[src/rtl/macs_ctrl.sv]
`default_nettype none
// ============================================================================
// Module   : macs_ctrl
// Purpose  : Operand sequencer for the four-lane Macs multiply-accumulate
//            array. Fetches cfg_len operand pairs, issues them one at a time
//            with the running accumulator as C, and presents the final
//            1x4 row tile (E +/- A*B, or E + B[0]) on a valid/ready port.
// Options  : MACS_CTRL_WDOG_EN - adds a 32-cycle watchdog on mac_valid that
//            parks the FSM in ERR (exit only via rst).
// Revision : 1.0 - initial release
// ============================================================================
module macs_ctrl #(
   parameter int LEN_W = 11
) (
   input  logic             clk,
   input  logic             rst,
   input  logic             start,
   input  logic [LEN_W-1:0] cfg_len,
   input  logic             cfg_mode,
   input  logic             cfg_neg,
   input  logic [63:0]      e_data,
   output logic             busy,
   output logic             done,
   output logic             err,
   output logic             rd_en,
   output logic [LEN_W-1:0] rd_addr,
   input  logic [15:0]      a_data,
   input  logic [63:0]      b_data,
   output logic             mac_en,
   output logic             mac_mode,
   output logic             mac_signal,
   output logic [15:0]      mac_a,
   output logic [63:0]      mac_b,
   output logic [63:0]      mac_c,
   input  logic             mac_valid,
   input  logic [63:0]      mac_result,
   output logic             res_valid,
   output logic [63:0]      res_data,
   input  logic             res_ready
);

`ifdef MACS_CTRL_WDOG_EN
   typedef enum logic [2:0] {
      IDLE  = 3'd0,
      RD    = 3'd1,
      LD    = 3'd2,
      ISSUE = 3'd3,
      WAIT  = 3'd4,
      OUT   = 3'd5,
      ERR   = 3'd6
   } state_t;
`else
   typedef enum logic [2:0] {
      IDLE  = 3'd0,
      RD    = 3'd1,
      LD    = 3'd2,
      ISSUE = 3'd3,
      WAIT  = 3'd4,
      OUT   = 3'd5
   } state_t;
`endif

   state_t           state;
   logic [LEN_W-1:0] len_q;    // latched inner dimension N
   logic [LEN_W-1:0] k;        // index of the element currently in flight
   logic [63:0]      acc;      // running accumulator, seeded from e_data
   logic [LEN_W-1:0] k_next;

   assign k_next = k + LEN_W'(1);

   // The handshake cycle itself is the done cycle, so done is a pure AND of
   // the registered valid with the downstream ready.
   assign done = res_valid & res_ready;

`ifdef MACS_CTRL_WDOG_EN
   logic [4:0] wdog;           // WAIT cycles elapsed without mac_valid
`else
   assign err = 1'b0;
`endif

   // Tile sequencer: single FSM with all outputs registered.
   always_ff @(posedge clk or posedge rst) begin
      if (rst) begin
         state      <= IDLE;
         len_q      <= '0;
         k          <= '0;
         acc        <= '0;
         busy       <= 1'b0;
         rd_en      <= 1'b0;
         rd_addr    <= '0;
         mac_en     <= 1'b0;
         mac_mode   <= 1'b0;
         mac_signal <= 1'b0;
         mac_a      <= '0;
         mac_b      <= '0;
         mac_c      <= '0;
         res_valid  <= 1'b0;
         res_data   <= '0;
`ifdef MACS_CTRL_WDOG_EN
         wdog       <= '0;
         err        <= 1'b0;
`endif
      end else begin
         // Strobes are single-cycle; each state that needs one re-arms it.
         rd_en  <= 1'b0;
         mac_en <= 1'b0;
         case (state)
            IDLE: begin
               if (start) begin
                  len_q      <= cfg_len;
                  mac_mode   <= cfg_mode;
                  mac_signal <= cfg_neg;
                  acc        <= e_data;
                  k          <= '0;
                  busy       <= 1'b1;
                  // A zero-length matmul has nothing to issue: the seed is the
                  // answer. Matadd always issues element 0.
                  if (!cfg_mode && (cfg_len == '0)) begin
                     res_valid <= 1'b1;
                     res_data  <= e_data;
                     state     <= OUT;
                  end else begin
                     rd_en   <= 1'b1;
                     rd_addr <= '0;
                     state   <= RD;
                  end
               end
            end
            RD: begin
               state <= LD;
            end
            LD: begin
               // Operands land from the RAMs this cycle; freeze them together
               // with the accumulator so they hold from ISSUE through WAIT.
               mac_a  <= a_data;
               mac_b  <= b_data;
               mac_c  <= acc;
               mac_en <= 1'b1;
               state  <= ISSUE;
            end
            ISSUE: begin
`ifdef MACS_CTRL_WDOG_EN
               wdog  <= '0;
`endif
               state <= WAIT;
            end
            WAIT: begin
               if (mac_valid) begin
                  acc <= mac_result;
                  k   <= k_next;
                  if (mac_mode || (k_next == len_q)) begin
                     res_valid <= 1'b1;
                     res_data  <= mac_result;
                     state     <= OUT;
                  end else begin
                     rd_en   <= 1'b1;
                     rd_addr <= k_next;
                     state   <= RD;
                  end
               end
`ifdef MACS_CTRL_WDOG_EN
               else if (wdog == 5'd31) begin
                  err   <= 1'b1;
                  state <= ERR;
               end else begin
                  wdog <= wdog + 5'd1;
               end
`endif
            end
            OUT: begin
               // start is deliberately not looked at here, even on the
               // handshake cycle.
               if (res_ready) begin
                  res_valid <= 1'b0;
                  busy      <= 1'b0;
                  state     <= IDLE;
               end
            end
`ifdef MACS_CTRL_WDOG_EN
            ERR: begin
               state <= ERR;
            end
`endif
            default: begin
               state <= IDLE;
            end
         endcase
      end
   end

endmodule
`default_nettype wire
[config.mk]
export PLATFORM = sky130hd
export DESIGN_NAME = macs_ctrl
export DESIGN_NICKNAME = d
export VERILOG_FILES = /design/src/rtl/macs_ctrl.sv
export SDC_FILE = /design/constraint.sdc
export NUM_CORES = 1
export LEC_CHECK = 0
export CAP_MARGIN = 0
export CORE_MARGIN = 3
export CORE_UTILIZATION = 30
export DETAILED_ROUTE_END_ITERATION = 8
export HOLD_SLACK_MARGIN = 0.03
export PLACE_DENSITY_LB_ADDON = 0.08
export SLEW_MARGIN = 40
export SYNTH_ARGS = -nofsm -noshare
export SYNTH_HDL_FRONTEND = slang
export SYNTH_SLANG_ARGS = --single-unit
[constraint.sdc]
create_clock -name clk -period 15.6 [get_ports clk]
set_input_delay 3.12 -clock clk [delete_from_list [all_inputs] [get_ports clk]]
set_output_delay 3.12 -clock clk [all_outputs]
set_load 0.02 [all_outputs]
== Word-level counts from Yosys, hierarchy flattened ==
Index checks and enable logic that the tools add are counted.
Word-level totals
  flip-flop bits (word level): 314
  bits of input ports: 226
  logic and storage cells: 81
Cells by class
  $add $sub $neg: 1
  equal/unequal tests: 13
  multiplexer cells: 36
  bitwise operators: 1
  reductions and logical operators: 15
Operator list (number)
  $mux W64: 6
  $pmux W64 S2: 2
  $mux W11: 6
  $pmux W11 S2: 2
  $pmux W3 S6: 1
  $mux W3: 5
  $ne A2 B2 Y1 const B: 7
  $add A11 B1 Y11 const B: 1
  $eq A11 B11 Y1: 1
  $logic_not A11 Y1: 1
  $mux W1: 11
  $reduce_and A5 Y1: 2
  $reduce_and A3 Y1: 3
  $eq A3 B2 Y1 const B: 2
  $eq A3 B3 Y1 const B: 2
  $reduce_and A6 Y1: 1
  $pmux W1 S2: 2
  $reduce_bool A2 Y1: 2
  $eq A3 B1 Y1 const B: 1
  $logic_not A3 Y1: 1
  $pmux W1 S3: 1
  $reduce_bool A3 Y1: 1
  $reduce_and A2 Y1: 1
  $and A1 B1 Y1: 1
  other kinds (3): 3

== Longest topological paths before layout ==
Gate-level depths: netlist of run 1.
  depth in word-level cells: 6
  mapped depth: 11

== Least setup slack after synthesis of run 1 ==
OpenSTA, ideal clock, no wires.
  path type: input to output
  start: input res_ready
  end: output done
  arrival time: 3.330 ns
  setup slack: 9.150 ns
  cell stages on the path: 1
  path through: and2_1
Between the ends
  longest elaborated chain between the ends: 1
RTL lines
  start, declared: RTL line 39  | input logic res_ready
  $and A1 B1 Y1: RTL line 73  | assign done = res_valid & res_ready;
  end, declared: RTL line 23  | output logic done,
No other way between the ends.

== Final worst setup path of run 1 ==
Ends and elaborated chain as after synthesis.

==> impl_results.md, run 1 <==
* Hold EP: acc[38]$_DFFE_PP0P_
* Vias in the first global route at 9865
* Initial antenna violation count at 0
* Dpl ws at 8.057 ns
* Area leader, netlist: dfrtp_1
* Post-CTS Resized at 0
* Internal reg-to-reg setup slack at 12.02 ns
* Leak at 7.890 nW
* Max-cap violations at 0
* Residual DRC at 0
* Hold Slack at 0.4730 ns
* Crit path DAT at 4.43 ns
* Share of post-route cells with drive strength above 1 at 21.24%
* Worst path max stage delay at 0.60 ns
* Post-synth EDFFs at 0
* Crit-path slowest cell: clkdlybuf4s50_1
* Seq/Total Area, Yosys at 58.92%
* Syn Nets at 1277
* 1st-iter DRT viols at 452
* Layout filler cell count at 4123
* DR WL/cell at 19.80 um
* Main synth FF type: dfrtp_1
* Worst-path clk slew at 0.06 ns
* Syn Inst Count at 1050
* CTS Buf Count at 38
* Status: completed
* Final Hold Vio Count at 0
* Final antenna diode count at 0
* Average size of a mapped cell at 12.70 um^2
* Fin crit period at 7.552 ns
* DRT Pass-1 Iters at 4
* Setup TNS at 0 ns
* Die ar. at 47020 um^2
* Unrepaired setup endpoints after global routing: no
* RePlAce Congestion at 0.7908
* IO Pins at 453
* Post-DP HPWL at 30000 um
* Hold-critical path depth at 2
* Ys Warns at 0
* Critical-path cell list: clkdlybuf4s50_1 -> and2_1 -> clkdlybuf4s50_1
* Measured slew at the worst slew-check pin at 0.7767 ns
* Cell variety after synth at 54
* Slew Limit Headroom at 48.22%
* Post-route ant nets at 0
* Tot GR Track Use at 17.48%
* PD cells at 213.9 nW/um^2
* Yosys reg bits at 314
* Clk Latency, worst-skew pair at 0.54 ns
* H-tree Lvls at 2
* Met1 Use GR at 22.78%
* Fraction of registers with async set/reset at 100.0%
* Starting density of the core at 30.69%
* Worst Hold Class: reg2reg
* Global-route congestion overflow total at 0
* Launching element type of the critical path: input port
* Setup slack after layout at 8.048 ns
* Busiest grt layer: met2
* Final net count at 1710
* Maximum clock frequency at 0.1324 GHz
* Routed WL at 41500 um
* Root Buffer: clkbuf_16
* Die X at 216.8 um
* Max Slew Vio Count at 0
* Vias per cell at 4.610
* Worst r2r src: k[0]$_DFFE_PP0P_
* Post-CTS Setup Bufs at 0
* Crit Path Class: in2out
* Total power draw at 4.209 mW
* DIE HEIGHT at 216.8 um
* CTS sink cnt at 314
* Pin count of the biggest net entering global routing at 129
* Ranking of synthesized cells by area: dfrtp_1, mux2_2, mux2i_1
* Layout area overhead at 47.54%
* Hold Startpoint: acc[38]$_DFFE_PP0P_
* Met2 usage at 28.22%
* Core footprint at 43460 um^2
* Rows at 76
* Critical path data required time at 12.48 ns
* First-pass GRT wire length at 63620 um
* Crit-path max FO at 5
* Worst reg-to-reg path cell count at 9
* Buffers on Ports at 451
* Max rail drop VDD at 89.84 uV
* Grt met3 use at 5.138%
* # hold bufs at CTS at 0
* Max clock buf depth at 3
* Synth top area share at 58.92%
* CP Capture Type: primary output
* Reg-to-reg endpoint: res_data[35]$_DFFE_PP0P_
* Most used cell, CP: clkdlybuf4s50_1
* Via count at 9662
* Worst clock skew at 0.01058 ns
* Fin crit share at 48.41%
* Number of setup violations in the final report at 0
* TritonCTS clock tree: yes
* Synthesized area at 13340 um^2
==> kinds of logic after synthesis <==
logic type | share of synthesized area [%]
DFF | 58.92
AOI/OAI and AO/OA | 12.67
muxes | 18.14
and+or+nand+nor | 5.526
buffers and inverters | 3.227
xor gates and xnor gates | 1.398
adders and majority gates | 0.09380
other | 0.02812
==> worst max path at each step <==
stage               from                 end  slack, ns
5_1_grt        res_ready                done       7.99
3_5_place_dp   res_ready                done       8.06
6_report       res_ready                done       8.05
4_1_cts        res_ready                done       8.05
2_1_floorplan        rst  acc[0]$_DFFE_PP0P_       3.79
3_3_place_gp   res_ready                done       8.06
==> per-layer routing <==
layer | share of wire [%] | vias to the layer above
met5 | 0 | -
met4 | 2.6 | 0
met3 | 7.4 | 56
met2 | 47 | 283
met1 | 43 | 4718
li1 | - | 4605
==> layout by cell type (no fill, tap or decap), types with 3 or more instances in the layout <==
master / instances
nand4_1: 3
buf_6: 4
nand2_1: 86
clkdlybuf4s50_1: 451
a21oi_2: 73
o2bb2ai_1: 12
nor4_1: 9
and3_1: 4
dfrtp_1: 314
inv_1: 4
or3_1: 4
bufinv_16: 4
nand2b_1: 7
clkbuf_8: 9
nand3_1: 6
a21oi_1: 59
nor3_1: 4
nor2_1: 19
mux2i_1: 64
clkbuf_1: 8
mux2_2: 158
clkinv_2: 6
and2_1: 3
clkbuf_16: 39
o21ai_0: 89
xnor2_1: 15
buf_4: 10
==> sequential cells by signal, indices dropped and copies added (netlist names) <==
| register | count |
|---|---|
| busy | 1 |
| len_q | 11 |
| mac_en | 1 |
| mac_b | 64 |
| rd_en | 1 |
| res_data | 64 |
| res_valid | 1 |
| mac_signal | 1 |
| state | 3 |
| mac_mode | 1 |
| k | 11 |
| rd_addr | 11 |
| mac_c | 64 |
| acc | 64 |
| mac_a | 16 |
==> layout make-up <==
cell class / count / area (um^2) / area share (%)
clock buffer: 56 / 1130 / 5.742
multi-input combinational: 657 / 5089 / 25.86
sequential: 314 / 7858 / 39.93
timing repair buffer: 467 / 4669 / 23.73
tap: 585 / 732.0 / 3.720
inverter: 5 / 31.28 / 0.1590
clock inverter: 12 / 167.7 / 0.8521
==> report_power, final <==
part	switching [mW]	internal, mW
logic	0.963	0.926
registers	0.208	1.20
clock network	0.348	0.568
total	1.52	2.69
==> critical path: cells and delay by family <==
family,cells,cell delay (ns)
and+or+nand+nor,1,0.16
buffers and inverters,2,1.16
==> stage by stage <==
stage,util [%],cell area (um^2),cells
after floorplan,-,13340,1050
after global placement,42.17,18320,2026
after detailed placement,42.28,18370,2028
after CTS,45.26,19670,2096
after global routing,45.28,19680,2096
final,45.28,19680,2096
==> cell usage after synthesis (2+ instances only) <==
cell	number
dfrtp_1	314
mux2_2	158
o21ai_0	89
nand2_1	86
a21oi_2	73
mux2i_1	64
a21oi_1	60
clkbuf_1	40
nor2_1	19
xnor2_1	15
buf_6	12
o2bb2ai_1	12
buf_4	10
nor4_1	9
nand2b_1	8
buf_1	7
nand3_1	6
buf_2	5
inv_1	5
and2_1	4
and3_1	4
nor3_1	4
or3_1	4
nand4_1	3
o31ai_1	3
a22o_1	2
a2bb2oi_1	2
a31oi_1	2
a41oi_1	2
nor3b_1	2
o22ai_1	2
or2_2	2
No activity file was read; power rests on OpenSTA's default activity.
==> inputs of run 2 (changes only) <==
- clock period: 15.6 -> 7.6 ns (I/O delays scaled with it)
==> run 2 against run 1 <==
Effect of this change:
- worst setup slack got worse by 4.8 ns
- critical path depth unchanged
- clock power increased by 87%
- utilization decreased by 0.18 points
- clock skew increased by 0.0019 ns
- wire length decreased by 1.0%
- first-iteration DRC count increased by 1.8%
- combinational power increased by 110%
- non-clock buffer count increased by 1
- critical endpoint unchanged
==> impl_results.md, run 2 (synthesized netlist as in run 1, its figures left out) <==
* Status: completed
* Most frequent cells in the layout: clkdlybuf4s50_1, dfrtp_1, mux2_2
* Layout area overhead at 46.94%
* Final Hold Vio Count at 0 (unchanged)
* DR WL/cell at 19.63 um (-0.85%)
* Measured slew at the worst slew-check pin at 0.7933 ns (+0.01662 ns)
* Crit Path Class: in2out
* Launching element type of the critical path: input port
* Post-DP HPWL at 29690 um (-1.1%)
* Buffers on Ports at 451 (unchanged)
* Share of post-route cells with drive strength above 1 at 20.77% (-0.47 points)
* Crit path DAT at 2.83 ns (-1.60 ns)
* Tot GR Track Use at 17.30% (-0.18 points)
* Crit path from: res_ready
* Max Slew Vio Count at 0 (unchanged)
* Most used cell, CP: clkdlybuf4s50_1
* Post-CTS Setup Bufs at 0 (unchanged)
* Crit-path slowest cell: clkdlybuf4s50_1
* Rows at 76 (unchanged)
* Worst Hold Class: reg2reg
* Vias per cell at 4.623 (+0.28%)
* Root Buffer: clkbuf_16
* Leak at 7.839 nW (-0.65%)
* Starting density of the core at 30.69% (unchanged)
* Post-CTS Resized at 0 (unchanged)
* Crit-path max FO at 5 (unchanged)
* IO Pins at 453 (unchanged)
* Worst clock skew at 0.01252 ns (+0.001935 ns)
* Residual DRC at 0 (unchanged)
* Setup TNS at 0 ns (unchanged)
* H-tree Lvls at 2 (unchanged)
* Die ar. at 47020 um^2 (unchanged)
* Dpl ws at 2.901 ns (-5.156 ns)
* Routed WL at 41070 um (-1.0%)
* Most common library cell in the layout ignoring fill and taps: clkdlybuf4s50_1
* Critical-path cell list: clkdlybuf4s50_1 -> and2_1 -> clkdlybuf4s50_1
* Worst r2r src: k[0]$_DFFE_PP0P_
* DRT Pass-1 Iters at 4 (unchanged)
* Max-cap violations at 0 (unchanged)
* Max clock buf depth at 3 (unchanged)
* Pin count of the biggest net entering global routing at 143 (+11%)
* CTS Buf Count at 38 (unchanged)
* Layout filler cell count at 4091 (-0.78%)
* Number of setup violations in the final report at 0 (unchanged)
* Hold-critical path depth at 2 (unchanged)
* Clk Latency, worst-skew pair at 0.54 ns (about the same)
* Global-route congestion overflow total at 0 (unchanged)
* # hold bufs at CTS at 0 (unchanged)
* Final antenna diode count at 0 (unchanged)
* Setup slack after layout at 3.255 ns (-4.794 ns)
* CTS sink cnt at 314 (unchanged)
* Unrepaired setup endpoints after global routing: no
* Largest delay share family, worst path: buffers and inverters
* DIE HEIGHT at 216.8 um (unchanged)
* First-pass GRT wire length at 63250 um (-0.59%)
* PD cells at 432.3 nW/um^2 (+100%)
* Post-route ant nets at 0 (unchanged)
* Worst-path clk slew at 0.05 ns (about the same)
* Die X at 216.8 um (unchanged)
* Initial antenna violation count at 0 (unchanged)
* RePlAce Congestion at 0.7965 (+0.72%)
* Final net count at 1711 (+0.058%)
* CP Capture Type: primary output
* Fin crit period at 4.345 ns
* Critical path data required time at 6.08 ns (-6.40 ns)
* Hold Startpoint: acc[29]$_DFFE_PP0P_
* Core footprint at 43460 um^2 (unchanged)
* Worst path max stage delay at 0.61 ns (about the same)
* Hold Slack at 0.4688 ns (-0.004186 ns)
* Vias in the first global route at 10100 (+2.3%)
* Slew Limit Headroom at 47.11% (-1.1 points)
* Total stage count of the critical path at 3 (unchanged)
* Maximum clock frequency at 0.2301 GHz
* CP bufs+invs at 2 (unchanged)
* Worst reg-to-reg path cell count at 9 (unchanged)
* Max rail drop VDD at 201.1 uV (+120%)
* TritonCTS clock tree: yes
* Via count at 9671 (+0.093%)
* 1st-iter DRT viols at 460 (+1.8%)
* Fin crit share at 57.18%
run 2: worst paths after layout:
| kind | end | slack (ns) |
|---|---|---|
| setup / recovery | done | 3.25 |
| hold / removal | acc[29]$_DFFE_PP0P_ | 0.47 |
| setup reg to reg | res_data[22]$_DFFE_PP0P_ | 4.16 |
| hold reg to reg | acc[29]$_DFFE_PP0P_ | 0.47 |
| max in group asynchronous | res_data[33]$_DFFE_PP0P_ | 5.18 |
| min in group asynchronous | mac_b[26]$_DFFE_PP0P_ | 1.37 |
run 2: through the flow:
step | total power [mW] | area [um^2] | cells | util (%)
2_1_floorplan | 5.032 | 13340 | 1050 | -
4_1_cts | 8.647 | 19570 | 2091 | 45.03
3_3_place_gp | 6.815 | 18340 | 2025 | 42.20
6_report | 8.471 | 19600 | 2092 | 45.09
5_1_grt | 9.018 | 19600 | 2092 | 45.09
3_5_place_dp | 6.870 | 18420 | 2028 | 42.38
run 2: metal layers:
metal / part of all wire (%) / GRT usage [%]
met5: 0 / 0
met4: 2.1 / 4.349
met3: 7.8 / 5.822
met2: 48 / 28.29
met1: 43 / 22.19
run 2: power by group:
group	total (mW)	leakage, nW	switching, mW	internal (mW)
registers	2.88	3.83	0.423	2.45
logic	3.88	3.44	1.98	1.90
clock network	1.71	0.569	0.689	1.02
run 2: area by class of cell:
class	instances	area (um^2)	area share, %
Clock inverter	7	63.81	0.3256
Timing Repair Buffer	468	4742	24.20
Sequential cell	314	7858	40.10
Inverter	5	22.52	0.1149
Clock buffer	56	1090	5.561
Multi-Input combinational cell	657	5089	25.97
Tap cell	585	732.0	3.735
run 2: worst register-to-register path, stage by stage (launching register included):
cell	delay, ns
dfrtp_1	0.46
ha_1	0.41
and3_1	0.33
xor3_1	0.29
or3_1	0.39
nor4_1	0.18
nand4_1	0.25
o31ai_4	0.30
buf_4	0.54
a21oi_2	0.16
